File: config.mk
export PLATFORM = sky130hd
export DESIGN_NAME = cbb_reg_wr_arb
export DESIGN_NICKNAME = d
export VERILOG_FILES = /design/src/rtl/cbb_pkg.sv /design/src/rtl/cbb_rr_pick.sv /design/src/rtl/cbb_reg_wr_arb.sv
export SDC_FILE = /design/constraint.sdc
export NUM_CORES = 1
export LEC_CHECK = 0
export CAP_MARGIN = 25
export CELL_PAD_IN_SITES_DETAIL_PLACEMENT = 0
export CELL_PAD_IN_SITES_GLOBAL_PLACEMENT = 1
export CORE_MARGIN = 3
export CORE_UTILIZATION = 30
export DETAILED_ROUTE_END_ITERATION = 8
export PLACE_DENSITY_LB_ADDON = 0.1
export SYNTH_ARGS = -nofsm -noshare
export SYNTH_HDL_FRONTEND = slang
export SYNTH_HIERARCHICAL = 1
export SYNTH_SLANG_ARGS = --single-unit
File: constraint.sdc
create_clock -name clk_i -period 3.4 [get_ports clk_i]
set_input_delay 0.68 -clock clk_i [delete_from_list [all_inputs] [get_ports clk_i]]
set_output_delay 0.68 -clock clk_i [all_outputs]
set_load 0.02 [all_outputs]
File: src/rtl/cbb_pkg.sv
// Shared helpers for the cbb_* blocks: index-width math and arbiter state encoding.
package cbb_pkg;

  localparam logic [0:0] ST_ARB  = 1'b0;
  localparam logic [0:0] ST_LOCK = 1'b1;

  function automatic int clog2(input int n);
    int r;
    r = 0;
    for (int i = 0; i < 31; i++) begin
      if ((1 << i) < n) r = i + 1;
    end
    return r;
  endfunction

  // Index width never collapses to zero, so a single-bit index survives degenerate sizes.
  function automatic int idx_w(input int n);
    return (clog2(n) < 1) ? 1 : clog2(n);
  endfunction

endpackage

File: src/rtl/cbb_rr_pick.sv
// Combinational round-robin picker: first set vld at or after ptr, wrapping to index 0.
module cbb_rr_pick
  import cbb_pkg::*;
#(
  parameter int N     = 4,
  parameter int IDX_W = idx_w(N)
) (
  input  logic [N-1:0]     vld_i,
  input  logic [IDX_W-1:0] ptr_i,
  output logic [N-1:0]     gnt_oh_o,
  output logic [IDX_W-1:0] gnt_idx_o,
  output logic             any_o
);

  logic [2*N-1:0] dbl;
  logic           found;

  // Low half keeps only requesters at/after ptr; the unmasked upper half supplies the wrap.
  always_comb begin
    dbl = '0;
    for (int j = 0; j < N; j++) begin
      dbl[j]     = vld_i[j] && (IDX_W'(j) >= ptr_i);
      dbl[N + j] = vld_i[j];
    end
    found     = 1'b0;
    gnt_idx_o = '0;
    for (int k = 0; k < 2 * N; k++) begin
      if (!found && dbl[k]) begin
        found     = 1'b1;
        gnt_idx_o = (k >= N) ? IDX_W'(k - N) : IDX_W'(k);
      end
    end
    gnt_oh_o = '0;
    if (found) gnt_oh_o[gnt_idx_o] = 1'b1;
  end

  assign any_o = |vld_i;

endmodule

File: src/rtl/cbb_reg_wr_arb.sv
// Round-robin write arbiter owning a shared config register, with per-requester lock.
module cbb_reg_wr_arb
  import cbb_pkg::*;
#(
  parameter int               NUM_REQ  = 4,
  parameter int               WIDTH    = 8,
  parameter logic [WIDTH-1:0] INIT_VAL = '0,
  localparam int              IDX_W    = idx_w(NUM_REQ)
) (
  input  logic                     clk_i,
  input  logic                     rst_i,
  input  logic                     arb_en_i,
  input  logic [NUM_REQ-1:0]       req_vld_i,
  input  logic [NUM_REQ-1:0]       req_lock_i,
  input  logic [NUM_REQ*WIDTH-1:0] req_data_i,
  output logic [NUM_REQ-1:0]       req_rdy_o,
  output logic [WIDTH-1:0]         reg_q_o,
  output logic                     upd_vld_o,
  output logic [IDX_W-1:0]         upd_src_o
);

  logic [0:0]       state_q, state_d;
  logic [IDX_W-1:0] ptr_q, ptr_d;
  logic [IDX_W-1:0] owner_q, owner_d;
  logic [WIDTH-1:0] reg_q, reg_d;
  logic             upd_vld_q, upd_vld_d;
  logic [IDX_W-1:0] upd_src_q, upd_src_d;

  logic [NUM_REQ-1:0] gnt_oh;
  logic [IDX_W-1:0]   gnt_idx;
  logic               gnt_any;
  logic [NUM_REQ-1:0] rdy;
  logic [IDX_W-1:0]   acc_idx;
  logic               acc;

  function automatic logic [IDX_W-1:0] wrap_inc(input logic [IDX_W-1:0] i);
    return (i == IDX_W'(NUM_REQ - 1)) ? '0 : i + 1'b1;
  endfunction

  cbb_rr_pick #(.N(NUM_REQ), .IDX_W(IDX_W)) u_pick (
    .vld_i     (req_vld_i),
    .ptr_i     (ptr_q),
    .gnt_oh_o  (gnt_oh),
    .gnt_idx_o (gnt_idx),
    .any_o     (gnt_any)
  );

  always_comb begin
    rdy = '0;
    if (!rst_i && arb_en_i) begin
      if (state_q == ST_ARB) begin
        if (gnt_any) rdy = gnt_oh;
      end else begin
        rdy[owner_q] = req_vld_i[owner_q];
      end
    end
  end

  assign acc_idx = (state_q == ST_ARB) ? gnt_idx : owner_q;
  assign acc     = |(req_vld_i & rdy);

  always_comb begin
    state_d   = state_q;
    ptr_d     = ptr_q;
    owner_d   = owner_q;
    reg_d     = reg_q;
    upd_vld_d = 1'b0;
    upd_src_d = upd_src_q;
    if (acc) begin
      reg_d     = req_data_i[int'(acc_idx) * WIDTH +: WIDTH];
      upd_vld_d = 1'b1;
      upd_src_d = acc_idx;
      if (req_lock_i[acc_idx]) begin
        state_d = ST_LOCK;
        owner_d = acc_idx;
      end else begin
        state_d = ST_ARB;
        ptr_d   = wrap_inc(acc_idx);
      end
    end else if (arb_en_i && state_q == ST_LOCK) begin
      // Owner went idle while holding the lock: release it and move past the owner.
      state_d = ST_ARB;
      ptr_d   = wrap_inc(owner_q);
    end
  end

  always_ff @(posedge clk_i) begin
    if (rst_i) begin
      state_q   <= ST_ARB;
      ptr_q     <= '0;
      owner_q   <= '0;
      reg_q     <= INIT_VAL;
      upd_vld_q <= 1'b0;
      upd_src_q <= '0;
    end else begin
      state_q   <= state_d;
      ptr_q     <= ptr_d;
      owner_q   <= owner_d;
      reg_q     <= reg_d;
      upd_vld_q <= upd_vld_d;
      upd_src_q <= upd_src_d;
    end
  end

  assign req_rdy_o = rdy;
  assign reg_q_o   = reg_q;
  assign upd_vld_o = upd_vld_q;
  assign upd_src_o = upd_src_q;

endmodule

==> results.yml <==
route:
  drt-total-wl_um: 4850
  dr.pass1.iters: 4
  drt-initial-drc-count: 66
  vias: 1761
  viasPerCell: 5.13
  route.detailed.drc: 0
  antenna_left: 0
  wire_per_inst_um: 14.1
synth:
  syn_avg_cell_area_um2: 7.07
  synth-seq-area-share: 0.213
  ys_seq_elements: 16
  synth_nets: 260
  synth_cells: 213
  ys_types: 41
  yosys.area.top_type: "dfxtp_1"
  synthesis.area_um2: 1510
  yosysWarnings: 6
  yosys-top-cells-area: "dfxtp_1 (21%), nand2_1 (13%), a21oi_1 (7.3%)"
  synth_top_area_share: 0.213
clocking:
  cts_max_level: 1
  tritoncts.num_buffers: 3
  cts_root_buf: "clkbuf_8"
  tritoncts: "done"
  clockBufferDepth: 2
  clk_pin_slew_worst_paths_ns: 0.06
  clock_latency_ns: 0.25
  numClockSinks: 16
  hold_buffers: 0
die:
  dieArea_um2: 5910
  pin_count: 58
  start_util: 0.315
  row_count: 25
  core-area_um2: 4790
  fp.dieH_um: 76.9
  die_width_um: 76.9
layout:
  area_growth_pct: 51.8
  final_area_um2: 2290
  final_cell_mix: "clkdlybuf4s50_1 (53), nand2_1 (52), a21oi_1 (22)"
  nets: 324
  final_common_cell: "clkdlybuf4s50_1"
  drive_above_1_share: 0.130
  antenna_cells: 0
place:
  gp_congestion: 0.825
  place_area_um2: 2220
  io_buffers: 57
  dp_hpwl_um: 3820
timing:
  finalCritPeriodShare: 0.975
  setup_violations: 0
  rsz0062_at_grt: "no"
  worst_clock_skew_ns: 0.00122
  max_slew_margin: 0.598
  tightest_slew_ns: 0.602
  slew_violations: 0
  fmax_ghz: 0.302
  min_period_ns: 3.31
  hold_viol_final: 0
  timing.hold.ws_ns: 0.467
grt:
  grt_pass1_wl_um: 7890
  overflow: 0
  grt_max_degree: 22
  grt_pass1_vias: 1701
  grt_usage: 0.161
  antenna_found_initial: 0
worst_setup_path:
  end_kind: "output port"
  worstPathArrival_ns: 2.63
  r2r_end: "ptr_q[1]"
  worstSetupPathType: "input pin to output port"
  r2r_cells: 8
  startpoint_type: "input pin"
  path_max_fanout: 6
  reg2reg_slack_ns: 0.73
  r2r-start: "ptr_q[1]"
  required_ns: 2.72
power:
  p_leak_nw: 0.930
  finalPower_mw: 0.791
  powerDensity_nw_per_um2: 346
  irDropWorstVdd_mv: 0.247
worst_hold_path:
  hold_depth: 2
  hp-class: "flop to flop"
  min_from: "reg_q_o[4]"
  hold_end: "reg_q_o[4]"
outcome:
  run_status: "completed"
run:
  max_cap_viol_count: 0
## synthesized netlist by cell type, drive strengths merged
cell type,instances
a2111oi,1
a211o,1
a211oi,3
a21boi,1
a21oi,22
a221oi,2
a22o,1
a311oi,2
a31oi,4
and2,1
and2b,1
and3,5
buf,7
clkbuf,9
dfxtp,16
ha,4
inv,7
mux2,2
mux2i,3
mux4,1
nand2,54
nand2b,3
nand3,16
nor2,10
nor3,8
nor3b,4
o21ai,3
o21bai,1
o221a,2
o221ai,10
o22ai,2
o2bb2a,1
o2bb2ai,1
o31ai,1
o41a,2
o41ai,2
## critical path: stages
cell and delay [ns]:
clkdlybuf4s50_1 0.48, buf_4 0.19, mux4_2 0.52, a31oi_1 0.18, nor2_1 0.05, clkdlybuf4s50_1 0.53
## per-stage QoR
step / std cells / setup WS, ns / setup TNS (ns) / utilization
after detailed placement: 339 / -0.0108 / -0.0108 / 0.463
final: 343 / 0.0858 / 0 / 0.478
after floorplan: 213 / 0.799 / 0 / -
after CTS: 343 / 0.0627 / 0 / 0.475
after global routing: 343 / 0.0122 / 0 / 0.478
after global placement: 339 / 0.0391 / 0 / 0.463
## state kept, by name, summed over array words and instances, names as in the netlist
signal,cells
ptr_q,2
reg_q_o,8
upd_vld_o,1
owner_q,2
upd_src_o,2
state_q,1
## cells by family (layout without fill, tap and decap cells)
family                     Yosys count  after routing  share of synthesized area
and+or+nand+nor                    102            102                      0.316
AOI/OAI and AO/OA                   62             62                      0.316
buffers and inverters               23             86                     0.0731
DFF                                 16             16                      0.213
muxes                                6              6                     0.0498
adders and majority gates            4              4                     0.0332
## metal layers
layer / part of all wire / up-vias / routed length [µm] / global-route usage
li1: - / 905 / - / -
met2: 0.50 / 59 / 2440 / 0.300
met1: 0.44 / 793 / 2120 / 0.190
met3: 0.053 / 4 / 257 / 0.0246
met5: 0 / - / 0 / 0
met4: 0.0052 / 0 / 25 / 0.0435
## power breakdown
part	switching [mW]	internal (mW)	total, mW	leakage, nW
Clock	0.0647	0.103	0.167	0.0288
Combinational	0.200	0.186	0.387	0.771
Sequential	0.0274	0.209	0.237	0.130
## cell type report
cell class,instances,area [µm²]
inverters,7,26.3
flip-flops and latches,16,320
clock buffers,4,55.1
repair buffers,75,712
fillers,513,2500
multi-input cells,174,1090
well taps,67,83.8
## worst max-delay path by stage
| stage | startpoint | endpoint | slack, ns | cells after the start |
|---|---|---|---|---|
| finish | req_vld_i[2] | req_rdy_o[2] | 0.09 | 6 |
| global route | req_vld_i[2] | req_rdy_o[2] | 0.01 | 6 |
| CTS | req_vld_i[1] | req_rdy_o[2] | 0.06 | 8 |
| detailed placement | req_vld_i[3] | req_rdy_o[2] | -0.01 | 8 |
| global placement | req_vld_i[2] | req_rdy_o[3] | 0.04 | 6 |
| floorplan | req_vld_i[1] | owner_q[1] | 0.80 | 9 |
## timing repair
action | CTS | global route
gates resized for setup | 2 | 6
buffers inserted | 0 | 0
setup endpoints to repair | 1 | 4
endpoints found under the hold margin | 0 | 0
Note: power is estimated with default switching activity, not from simulation.
